## config.mk

```make
export PLATFORM = sky130hd
export DESIGN_NAME = felica_deframer
export DESIGN_NICKNAME = d
export VERILOG_FILES = /design/src/rtl/felica_pkg.sv /design/src/rtl/felica_crc16.sv /design/src/rtl/felica_deframer.sv
export SDC_FILE = /design/constraint.sdc
export NUM_CORES = 1
export LEC_CHECK = 0
export ABC_CLOCK_PERIOD_IN_PS = 4700
export CORE_MARGIN = 4
export CORE_UTILIZATION = 42
export CTS_BUF_LIST = sky130_fd_sc_hd__clkbuf_4 sky130_fd_sc_hd__clkbuf_8
export DETAILED_ROUTE_END_ITERATION = 12
export MAX_ROUTING_LAYER = met4
export PLACE_DENSITY_LB_ADDON = 0.1
export SLEW_MARGIN = 20
export SYNTH_ARGS = -nofsm -noshare
export SYNTH_HDL_FRONTEND = slang
export SYNTH_SLANG_ARGS = --single-unit
```

## constraint.sdc

```tcl
create_clock -name ck_1356meg -period 4.7 [get_ports ck_1356meg]
set_clock_uncertainty 0.2 [all_clocks]
set_input_delay 0.705 -clock ck_1356meg [delete_from_list [all_inputs] [get_ports ck_1356meg]]
set_output_delay 0.705 -clock ck_1356meg [all_outputs]
set_load 0.01 [all_outputs]
```

## src/rtl/felica_pkg.sv

```systemverilog
// Shared types, constants and the serial CRC-16/CCITT step for the FeliCa deframer.
// Combinational only: no latency and no flow control.
package felica_pkg;

    typedef enum logic [1:0] {
        ST_HUNT = 2'd0,
        ST_LEN  = 2'd1,
        ST_DATA = 2'd2,
        ST_CRC  = 2'd3
    } state_e;

    localparam logic [15:0] SYNC_DEFAULT = 16'hB24D;
    localparam logic [15:0] CRC_POLY     = 16'h1021;
    localparam logic [15:0] CRC_INIT     = 16'h0000;

    // One MSB-first bit through the CRC register.
    function automatic logic [15:0] crc_step(input logic [15:0] c, input logic d);
        return {c[14:0], 1'b0} ^ ((c[15] ^ d) ? CRC_POLY : 16'h0000);
    endfunction

endpackage

```

## src/rtl/felica_crc16.sv

```systemverilog
// Bit-serial CRC-16/CCITT register; clr has priority over en.
// Updates one cycle after en; no backpressure.
module felica_crc16
    import felica_pkg::*;
(
    input  logic        ck_1356meg,
    input  logic        reset,
    input  logic        clr,
    input  logic        en,
    input  logic        d,
    output logic [15:0] crc
);

    logic [15:0] crc_q;

    always_ff @(posedge ck_1356meg or posedge reset) begin
        if (reset) begin
            crc_q <= CRC_INIT;
        end else if (clr) begin
            crc_q <= CRC_INIT;
        end else if (en) begin
            crc_q <= crc_step(crc_q, d);
        end
    end

    assign crc = crc_q;

endmodule

```

## src/rtl/felica_deframer.sv

```systemverilog
// NFC-F receive deframer: preamble+sync hunt, MSB-first byte assembly, length tracking, CRC check.
// Outputs are registered, one cycle after the completing bit_stb; no backpressure (bytes are strobed out).
module felica_deframer
    import felica_pkg::*;
#(
    parameter logic [15:0] SYNC_WORD = SYNC_DEFAULT,
    parameter int          PRE_MIN   = 16
) (
    input  logic       ck_1356meg,
    input  logic       reset,
    input  logic       bit_in,
    input  logic       bit_stb,
    input  logic       sync_lost,
    output logic [7:0] byte_out,
    output logic       byte_stb,
    output logic       frame_start,
    output logic       frame_end,
    output logic       crc_ok,
    output logic       aborted,
    output logic       busy
);

    localparam logic [7:0] PRE_MIN_B = 8'(PRE_MIN);

    state_e      state_q, state_d;
    logic [14:0] sh_q, sh_d;            // the 16th sync bit is the incoming one
    logic [7:0]  zrun_q, zrun_d;
    // Per-bit flag "this 1 followed >= PRE_MIN zeros"; the flag 15 bits back
    // is the preamble qualification captured at the sync's first bit.
    logic [14:0] pre_ok_q, pre_ok_d;
    logic [2:0]  bcnt_q, bcnt_d;
    logic [6:0]  shb_q, shb_d;
    logic [7:0]  remain_q, remain_d;
    logic        crc_byte_q, crc_byte_d;
    logic [7:0]  byte_out_q, byte_out_d;
    logic        byte_stb_q, byte_stb_d;
    logic        frame_start_q, frame_start_d;
    logic        frame_end_q, frame_end_d;
    logic        crc_ok_q, crc_ok_d;
    logic        aborted_q, aborted_d;

    logic        crc_clr, crc_en;
    logic [15:0] crc;
    logic [7:0]  byte_nxt;
    logic [15:0] sh_nxt;

    felica_crc16 u_crc (
        .ck_1356meg (ck_1356meg),
        .reset      (reset),
        .clr        (crc_clr),
        .en         (crc_en),
        .d          (bit_in),
        .crc        (crc)
    );

    always_comb begin
        state_d       = state_q;
        sh_d          = sh_q;
        zrun_d        = zrun_q;
        pre_ok_d      = pre_ok_q;
        bcnt_d        = bcnt_q;
        shb_d         = shb_q;
        remain_d      = remain_q;
        crc_byte_d    = crc_byte_q;
        byte_out_d    = byte_out_q;
        byte_stb_d    = 1'b0;
        frame_start_d = 1'b0;
        frame_end_d   = 1'b0;
        crc_ok_d      = 1'b0;
        aborted_d     = 1'b0;
        crc_clr       = 1'b0;
        crc_en        = 1'b0;
        byte_nxt      = {shb_q, bit_in};
        sh_nxt        = {sh_q, bit_in};

        if (state_q == ST_HUNT) begin
            if (sync_lost) begin
                sh_d     = '0;
                zrun_d   = '0;
                pre_ok_d = '0;
            end else if (bit_stb) begin
                sh_d     = sh_nxt[14:0];
                zrun_d   = bit_in ? 8'd0 : ((zrun_q == 8'hFF) ? zrun_q : zrun_q + 8'd1);
                pre_ok_d = {pre_ok_q[13:0], bit_in & (zrun_q >= PRE_MIN_B)};
                if (sh_nxt == SYNC_WORD && pre_ok_q[14]) begin
                    frame_start_d = 1'b1;
                    crc_clr       = 1'b1;
                    bcnt_d        = 3'd0;
                    sh_d          = '0;
                    zrun_d        = '0;
                    pre_ok_d      = '0;
                    state_d       = ST_LEN;
                end
            end
        end else if (sync_lost) begin
            frame_end_d = 1'b1;
            aborted_d   = 1'b1;
            bcnt_d      = 3'd0;
            crc_byte_d  = 1'b0;
            state_d     = ST_HUNT;
        end else if (bit_stb) begin
            crc_en = 1'b1;
            shb_d  = byte_nxt[6:0];
            bcnt_d = bcnt_q + 3'd1;
            if (bcnt_q == 3'd7) begin
                byte_stb_d = 1'b1;
                byte_out_d = byte_nxt;
                case (state_q)
                    ST_LEN: begin
                        if (byte_nxt == 8'd0) begin
                            frame_end_d = 1'b1;
                            aborted_d   = 1'b1;
                            state_d     = ST_HUNT;
                        end else begin
                            remain_d   = byte_nxt - 8'd1;
                            crc_byte_d = 1'b0;
                            state_d    = (byte_nxt == 8'd1) ? ST_CRC : ST_DATA;
                        end
                    end
                    ST_DATA: begin
                        remain_d = remain_q - 8'd1;
                        if (remain_q == 8'd1) begin
                            crc_byte_d = 1'b0;
                            state_d    = ST_CRC;
                        end
                    end
                    ST_CRC: begin
                        if (!crc_byte_q) begin
                            crc_byte_d = 1'b1;
                        end else begin
                            frame_end_d = 1'b1;
                            crc_ok_d    = (crc_step(crc, bit_in) == 16'h0000);
                            crc_byte_d  = 1'b0;
                            state_d     = ST_HUNT;
                        end
                    end
                    default: ;
                endcase
            end
        end
    end

    always_ff @(posedge ck_1356meg or posedge reset) begin
        if (reset) begin
            state_q       <= ST_HUNT;
            sh_q          <= '0;
            zrun_q        <= '0;
            pre_ok_q      <= '0;
            bcnt_q        <= '0;
            shb_q         <= '0;
            remain_q      <= '0;
            crc_byte_q    <= 1'b0;
            byte_out_q    <= 8'h00;
            byte_stb_q    <= 1'b0;
            frame_start_q <= 1'b0;
            frame_end_q   <= 1'b0;
            crc_ok_q      <= 1'b0;
            aborted_q     <= 1'b0;
        end else begin
            state_q       <= state_d;
            sh_q          <= sh_d;
            zrun_q        <= zrun_d;
            pre_ok_q      <= pre_ok_d;
            bcnt_q        <= bcnt_d;
            shb_q         <= shb_d;
            remain_q      <= remain_d;
            crc_byte_q    <= crc_byte_d;
            byte_out_q    <= byte_out_d;
            byte_stb_q    <= byte_stb_d;
            frame_start_q <= frame_start_d;
            frame_end_q   <= frame_end_d;
            crc_ok_q      <= crc_ok_d;
            aborted_q     <= aborted_d;
        end
    end

    assign byte_out    = byte_out_q;
    assign byte_stb    = byte_stb_q;
    assign frame_start = frame_start_q;
    assign frame_end   = frame_end_q;
    assign crc_ok      = crc_ok_q;
    assign aborted     = aborted_q;
    assign busy        = (state_q != ST_HUNT) || frame_end_q;

endmodule
```

==> summary.md <==
| Metric | Value |
|---|---|
| First-pass GRT wire length | `14700 um` |
| Post-CTS Setup Bufs | `0` |
| Crit start category | `primary input` |
| Final ANT Viol Nets | `0` |
| Post-layout nets | `395` |
| WP data required | `4.75 ns` |
| Post-Syn Instances | `358` |
| CTS tree | `done` |
| Fmax achieved | `327 MHz` |
| Rel. slew slack | `45.5%` |
| Final setup margin | `1.64 ns` |
| Ys async rst share | `100%` |
| Io pins | `19` |
| Most frequent cells after synthesis | `dfrtp_1, a22o_1, nand2_1` |
| Full die area | `11400 sq um` |
| Sequential fraction of the synthesis area | `53.7%` |
| Clk slew on worst S/H paths | `0.09 ns` |
| Unrepaired setup endpoints after global routing | `no` |
| Detailed placement HPWL | `5610 um` |
| Crit Path Category | `in2reg` |
| GR Util All Layers | `16.4%` |
| P&R area growth vs syn | `12.7%` |
| Detailed-route wire length | `8470 um` |
| Clock sink total | `88` |
| #FFs+latches synth | `88` |
| Max VDD drop | `0.265 mV` |
| Diode count | `0` |
| Yosys warning total | `0` |
| Worst-path fanout max | `16` |
| Hold crit path type | `reg2reg` |
| Post-layout util | `49.3%` |
| Setup WS pre-CTS | `1.26 ns` |
| Period utilization | `65.1%` |
| Distinct cells, synth | `55` |
| Ys flop type | `dfrtp_1` |
| Final Max Tran Viols | `0` |
| Vias | `2878` |
| Synth area leader | `dfrtp_1` |
| GR Overflow Total | `0` |
| Die width | `107 um` |
| Post-DR vias/cell | `5.63` |
| Skew-Pair Late Insertion Delay | `0.35 ns` |
| Slowest CP cell | `clkdlybuf4s50_1` |
| Top cell type's share of synthesized area | `53.7%` |
| Mapped Nets | `376` |
| Drt first pass iters | `4` |
| Core area | `9370 sq um` |
| Hold-fix buffers at CTS | `0` |
| Largest net degree at the start of global routing | `47` |
| TritonCTS Buffers | `9` |
| Worst-margin pin slew | `0.817 ns` |
| Total of max-cap violations | `0` |
| Cell Area, Synth | `4100 sq um` |
| Main area contributors after synthesis | `dfrtp_1, a22o_1, mux2_2, ha_1, nand2_1` |
| Kind of end point of the critical path | `register` |
| CP Cell Sequence | `clkdlybuf4s50_1 > inv_1 > nor4_1 > nand2_1 > a211o_1 > a22o_1` |
| WL per Instance | `16.6 um` |
| Crit path largest cell delay | `0.78 ns` |
| Initial antenna violation count | `0` |
| Post_cts resized | `0` |
| Leak | `2.12 nW` |
| Status | `completed` |
| Clock tree buffer depth | `2` |
| Layout cells sized above 1 | `11.8%` |
| Post-route DRC | `0` |
| P per Cell Area | `483 nW/um^2` |
| Final Hold Vio Count | `0` |
| Setup TNS | `0 ns` |
| CTS root buffer | `clkbuf_8` |
| DRT iter0 DRCs | `141` |
| Most frequent cell after synthesis | `dfrtp_1` |
| Max H-tree Level | `3` |
| Die Y | `107 um` |
| Final setup violation count | `0` |
| Avg Inst Size Synth | `11.5 sq um` |
| Fin crit period | `3.06 ns` |
| # rows | `35` |
| CP arrival | `3.10 ns` |
| Final GP Congestion | `0.802` |
| Initial core utilization | `43.8%` |
| IO Port Bufs | `18` |
| Number of synthesized flops with an enable pin | `0` |
| Vias in the first global route | `2833` |
[worst max-delay path, delay by kind of cell]
kind,cells,cell delay [ns]
compound gates,2,0.85
buf+inv,2,0.97
simple gates,2,0.57
[cell type report]
| type | count | area (sq um) |
|---|---|---|
| Fill cell | 901 | 4750 |
| Timing Repair Buffer | 24 | 225 |
| Multi-Input combinational cell | 241 | 1780 |
| Clock buffer | 9 | 124 |
| Inverter | 13 | 50.0 |
| Sequential cell | 88 | 2200 |
| Clock inverter | 7 | 76.3 |
| Tap cell | 129 | 161 |
[cell usage in the layout, fill, tap and decap left out, drive strengths merged, types with 3 or more instances in the layout]
cell and instances:
and3 4, nand4 4, nand3 9, a21oi 6, nor3 9, clkbuf 9, o21ai 16, buf 6
clkdlybuf4s50 18, o31ai 3, a22oi 3, a22o 45, nand2 24, o22ai 4, nor4 7, xor2 9
nor4b 4, nand2b 4, mux2 15, nor2 19, mux2i 5, nor3b 4, ha 13, inv 15
dfrtp 88, or3 4
[cells by family after synthesis]
family,count (synthesis),share of synthesized area [%]
mux,20,5.34
fa+ha+maj,13,3.97
buf+inv,29,2.96
flops,88,53.7
compound gates,95,17.8
xor+xnor,11,2.35
simple gates,102,13.9
[per-layer routing]
layer  up-vias  global-route usage [%]  wire, um
met4         0                    4.57       119
met1      1477                    24.1      4390
met3         8                    3.55       211
li1       1368                       -         -
met5         -                       -         0
met2        25                    23.0      3750
[metrics by stage]
| step | instances | total power [mW] | hold WS [ns] | instance area (sq um) |
|---|---|---|---|---|
| floorplan | 358 | 1.50 | 0.253 | 4100 |
| global placement | 495 | 1.68 | 0.274 | 4420 |
| detailed placement | 495 | 1.70 | 0.286 | 4420 |
| CTS | 511 | 2.25 | 0.306 | 4620 |
| global route | 511 | 2.38 | 0.324 | 4620 |
| finish | 511 | 2.23 | 0.302 | 4620 |
[state kept, by name (all words and copies together), names as in the netlist, 2 cells and up]
signal and cells:
u_crc.crc 16, pre_ok_q 15, sh_q 15, byte_out 8, remain_q 8, zrun_q 8
shb_q 7, bcnt_q 3, state_q 2
[final timing paths]
check                                           endpoint               startpoint  slack (ns)  cells after the start
max in group asynchronous           shb_q[3]$_DFFE_PP0P_                    reset        2.86                      3
worst max-delay path            u_crc.crc[5]$_DFFE_PP0P_                   bit_in        1.64                      6
worst min register to register   pre_ok_q[0]$_DFFE_PP0P_  pre_ok_q[0]$_DFFE_PP0P_        0.30                      1
min in group asynchronous        remain_q[4]$_DFFE_PP0P_                    reset        0.60                      2
worst min-delay path             pre_ok_q[0]$_DFFE_PP0P_  pre_ok_q[0]$_DFFE_PP0P_        0.30                      1
worst max register to register   remain_q[7]$_DFFE_PP0P_   state_q[1]$_DFFE_PP0P_        1.71                      7
[power breakdown]
group          leakage, nW  internal [mW]  switching [mW]
registers             1.19          0.892           0.152
clock network       0.0966          0.251           0.292
logic                0.830          0.281           0.364
total                 2.12           1.42           0.808
(Power assumes the default switching activity.)
